File: src/rtl/fwd_hazard_unit.sv
// Operand-forwarding selects and load-use stall detection for the EX stage.
// Tracks its own ID/EX, EX/MEM and MEM/WB register metadata.
module fwd_hazard_unit #(
    parameter int REG_ADDR_W = 5,
    parameter int CNT_W      = 16
) (
    input  logic                  clk,
    input  logic                  rst_n,
    input  logic                  id_valid,
    input  logic [REG_ADDR_W-1:0] id_rs1,
    input  logic [REG_ADDR_W-1:0] id_rs2,
    input  logic [REG_ADDR_W-1:0] id_rd,
    input  logic                  id_reg_write,
    input  logic                  id_mem_read,
    input  logic                  flush,
    output logic [1:0]            forward_a,
    output logic [1:0]            forward_b,
    output logic                  stall,
    output logic                  bubble,
    output logic [CNT_W-1:0]      stall_count
);

    logic [REG_ADDR_W-1:0] r_ex_rs1;
    logic [REG_ADDR_W-1:0] r_ex_rs2;
    logic [REG_ADDR_W-1:0] r_ex_rd;
    logic                  r_ex_rw;
    logic                  r_ex_mr;
    logic [REG_ADDR_W-1:0] r_mem_rd;
    logic                  r_mem_rw;
    logic [REG_ADDR_W-1:0] r_wb_rd;
    logic                  r_wb_rw;
    logic [CNT_W-1:0]      r_stall_cnt;

    logic w_mem_ok;
    logic w_wb_ok;
    logic w_mem_a;
    logic w_mem_b;
    logic w_wb_a;
    logic w_wb_b;
    logic w_ex_load;
    logic w_stall;
    logic w_take_id;

    // x0 is hardwired zero, so a write to it never produces a value
    assign w_mem_ok = r_mem_rw && (r_mem_rd != '0);
    assign w_wb_ok  = r_wb_rw && (r_wb_rd != '0);
    assign w_mem_a  = w_mem_ok && (r_mem_rd == r_ex_rs1);
    assign w_mem_b  = w_mem_ok && (r_mem_rd == r_ex_rs2);
    assign w_wb_a   = w_wb_ok && (r_wb_rd == r_ex_rs1);
    assign w_wb_b   = w_wb_ok && (r_wb_rd == r_ex_rs2);

    always_comb begin
        forward_a = 2'b00;
        if (w_mem_a) begin
            forward_a = 2'b10;
        end else if (w_wb_a) begin
            forward_a = 2'b01;
        end
    end

    always_comb begin
        forward_b = 2'b00;
        if (w_mem_b) begin
            forward_b = 2'b10;
        end else if (w_wb_b) begin
            forward_b = 2'b01;
        end
    end

    assign w_ex_load = r_ex_mr && (r_ex_rd != '0);
    assign w_stall   = id_valid && w_ex_load && !flush &&
                       ((r_ex_rd == id_rs1) || (r_ex_rd == id_rs2));
    assign w_take_id = id_valid && !w_stall && !flush;

    assign stall       = w_stall;
    assign bubble      = w_stall || flush;
    assign stall_count = r_stall_cnt;

    always_ff @(posedge clk or negedge rst_n) begin
        if (!rst_n) begin
            r_ex_rs1    <= '0;
            r_ex_rs2    <= '0;
            r_ex_rd     <= '0;
            r_ex_rw     <= 1'b0;
            r_ex_mr     <= 1'b0;
            r_mem_rd    <= '0;
            r_mem_rw    <= 1'b0;
            r_wb_rd     <= '0;
            r_wb_rw     <= 1'b0;
            r_stall_cnt <= '0;
        end else begin
            r_wb_rd  <= r_mem_rd;
            r_wb_rw  <= r_mem_rw;
            r_mem_rd <= r_ex_rd;
            r_mem_rw <= r_ex_rw;
            if (w_take_id) begin
                r_ex_rs1 <= id_rs1;
                r_ex_rs2 <= id_rs2;
                r_ex_rd  <= id_rd;
                r_ex_rw  <= id_reg_write;
                r_ex_mr  <= id_mem_read;
            end else begin
                r_ex_rs1 <= '0;
                r_ex_rs2 <= '0;
                r_ex_rd  <= '0;
                r_ex_rw  <= 1'b0;
                r_ex_mr  <= 1'b0;
            end
            if (w_stall && (r_stall_cnt != {CNT_W{1'b1}})) begin
                r_stall_cnt <= r_stall_cnt + 1'b1;
            end
        end
    end

endmodule
File: config.mk
export PLATFORM = sky130hd
export DESIGN_NAME = fwd_hazard_unit
export DESIGN_NICKNAME = d
export VERILOG_FILES = /design/src/rtl/fwd_hazard_unit.sv
export SDC_FILE = /design/constraint.sdc
export NUM_CORES = 1
export LEC_CHECK = 0
export BUFFER_PORTS_ARGS = -buffer_cell sky130_fd_sc_hd__buf_2
export CORE_ASPECT_RATIO = 2
export CORE_UTILIZATION = 30
export CTS_BUF_LIST = sky130_fd_sc_hd__clkbuf_16
export DETAILED_ROUTE_END_ITERATION = 8
export SYNTH_ARGS = -nofsm -noshare
export SYNTH_HDL_FRONTEND = slang
export SYNTH_SLANG_ARGS = --single-unit
export TNS_END_PERCENT = 100
File: constraint.sdc
create_clock -name clk -period 3.74 [get_ports clk]
set_clock_uncertainty 0.05 [all_clocks]
set_input_delay 0.748 -clock clk [delete_from_list [all_inputs] [get_ports clk]]
set_output_delay 0.748 -clock clk [all_outputs]
set_load 0.005 [all_outputs]
==> impl_metrics.json <==
{
  "cts-root-buf": "clkbuf_16",
  "synth_top_area_share": 0.5300,
  "cts_max_level": 2,
  "grt_pass1_vias": 1588,
  "grt_usage": 0.1385,
  "synthCells": 181,
  "ys_seq_area_frac": 0.5300,
  "cts_buffers": 5,
  "grt_max_degree": 46,
  "tritoncts": "done",
  "min_period_ns": 2.961,
  "synthFlopType": "dfrtp_1",
  "chipHeight_um": 121.0,
  "critPathKind": "flop to output port",
  "clk_pin_slew_ns": 0.06,
  "routed_via_density": 4.670,
  "ant_nets": 0,
  "status": "finished clean",
  "ys_warn_count": 0,
  "rows": 43,
  "hold_viol_final": 0,
  "place.gp.congestion": 0.7306,
  "worstPathArrival_ns": 2.16,
  "setup_viol": 0,
  "ys_top_cells_by_area": "dfrtp_1, xnor2_1, and2_2, xor2_1, nand3_1",
  "drv_slew": 0,
  "die_area_um2": 7443,
  "wl_per_cell_um": 14.14,
  "crit_path_max_fanout": 7,
  "clock_latency_ns": 0.28,
  "synth_seq_cells": 45,
  "synth_area_um2": 2125,
  "leakage_nw": 1.246,
  "holdWs_ns": 0.3036,
  "slew_headroom": 0.3460,
  "antenna_found_initial": 0,
  "synth_cell_type_count": 34,
  "fin_crit_sh": 0.7917,
  "cts_setup_buffers": 0,
  "first_pass_iters": 6,
  "fin_tns_setup_ns": 0,
  "critPathLaunchType": "flop",
  "wl_mm": 4.495,
  "cts_sinks": 45,
  "ctsHoldBuffers": 0,
  "dp_cells": 310,
  "grt.overflow.total": 0,
  "drive_gt1_frac": 0.3289,
  "synth-edff-count": 0,
  "vias": 1485,
  "worst_pin_slew_ns": 0.9810,
  "yosys.area.top_type": "dfrtp_1",
  "antenna_cells": 0,
  "cts_resized": 0,
  "timing.fmax_mhz": 337.7,
  "synth.most_common_cell": "dfrtp_1",
  "cts_buffer_depth": 2,
  "reg2reg_slack_ns": 1.60,
  "die_x_um": 61.51,
  "synthToLayoutAreaGrowth_pct": 21.73,
  "yosys-top-cells-count": "dfrtp_1, xnor2_1, and2_2",
  "syn-num-nets": 203,
  "start_util": 0.3085,
  "core_um2": 6887,
  "finalNonFillerCells": 318,
  "required_ns": 2.94,
  "power.total_mw": 1.065,
  "port_buffers": 42,
  "avgSynthCellArea_um2": 11.74,
  "maxCapViolations": 0,
  "powerDensity_nw_per_um2": 411.9,
  "rsz0062_at_grt": "false",
  "drt_iter0_drc": 23,
  "drc": 0,
  "io_pins": 43,
  "hold_path.class": "flop to flop",
  "hpwl_mm": 3.511,
  "grt_pass1_wl_mm": 7.479,
  "final_nets": 249,
  "vdd_drop_max_mv": 0.2369,
  "ys_async_sr_fraction": 1.000,
  "endpoint_kind": "output port"
}
-- path summary, 6_finish.rpt --
path | startpoint | end | cells after the start
min in group asynchronous | rst_n | r_wb_rd[0]$_DFF_PN0_ | 1
worst max register to register | r_ex_rd[1]$_DFF_PN0_ | stall_count[1]$_DFFE_PN0P_ | 5
worst min register to register | r_ex_rw$_DFF_PN0_ | r_mem_rw$_DFF_PN0_ | 0
worst max-delay path | r_ex_rd[1]$_DFF_PN0_ | bubble | 6
worst min-delay path | r_ex_rw$_DFF_PN0_ | r_mem_rw$_DFF_PN0_ | 0
max in group asynchronous | rst_n | r_wb_rd[3]$_DFF_PN0_ | 1
-- layer usage --
layer,track usage,share of wire,vias to the layer above
li1,-,-,721
met1,0.1461,0.36,718
met2,0.2540,0.58,36
met3,0.02772,0.040,10
met4,0.05139,0.023,0
met5,0,0,-
-- cells by family (layout without fill, tap and decap cells) --
group / count (synthesis) / after routing / share of synthesized area
fa+ha+maj: 1 / 1 / 0.005888
compound gates: 11 / 11 / 0.05006
simple gates: 73 / 73 / 0.2103
buf+inv: 7 / 54 / 0.02002
mux: 2 / 2 / 0.01060
flops: 45 / 45 / 0.5300
xor+xnor: 42 / 42 / 0.1731
-- stage by stage --
step                setup slack (ns)  cell area, um^2    util
floorplan                      1.242             2125       -
global placement               1.081             2424  0.3519
detailed placement             1.067             2424  0.3519
CTS                           0.7632             2586  0.3755
global route                  0.6339             2586  0.3755
finish                        0.7789             2586  0.3755
-- placed cells by master (no fill, tap or decap), types with 5 or more instances in the layout --
cell type   n
buf_2      42
clkbuf_16   5
nand3_1    15
xor2_1     14
xnor2_1    28
nand2_1     9
nand4_1     6
and2_2     17
dfrtp_1    45
-- worst max-delay path: stages, from the launching register on --
cell	delay, ns
dfrtp_1	0.42
or4_4	0.56
o2111ai_4	0.29
inv_2	0.09
and2_2	0.21
or2_1	0.19
buf_2	0.12
-- sequential cells by signal (all words and copies together) (netlist names) --
register and count:
r_wb_rd 5, r_ex_mr 1, r_mem_rd 5, r_ex_rs1 5
r_ex_rs2 5, r_ex_rd 5, r_ex_rw 1, stall_count 16
r_mem_rw 1, r_wb_rw 1
-- power breakdown --
part	internal, mW	switching (mW)
clock network	0.310	0.168
logic	0.0358	0.0375
registers	0.500	0.0142
-- cell type report --
class,count,area [um^2]
Clock buffer,5,125.1
Clock inverter,3,37.54
Fill cell,742,4300
Inverter,3,11.26
Multi-Input combinational cell,129,955.9
Sequential cell,45,1126
Tap cell,90,112.6
Timing Repair Buffer,43,217.7
(Power assumes the default switching activity.)
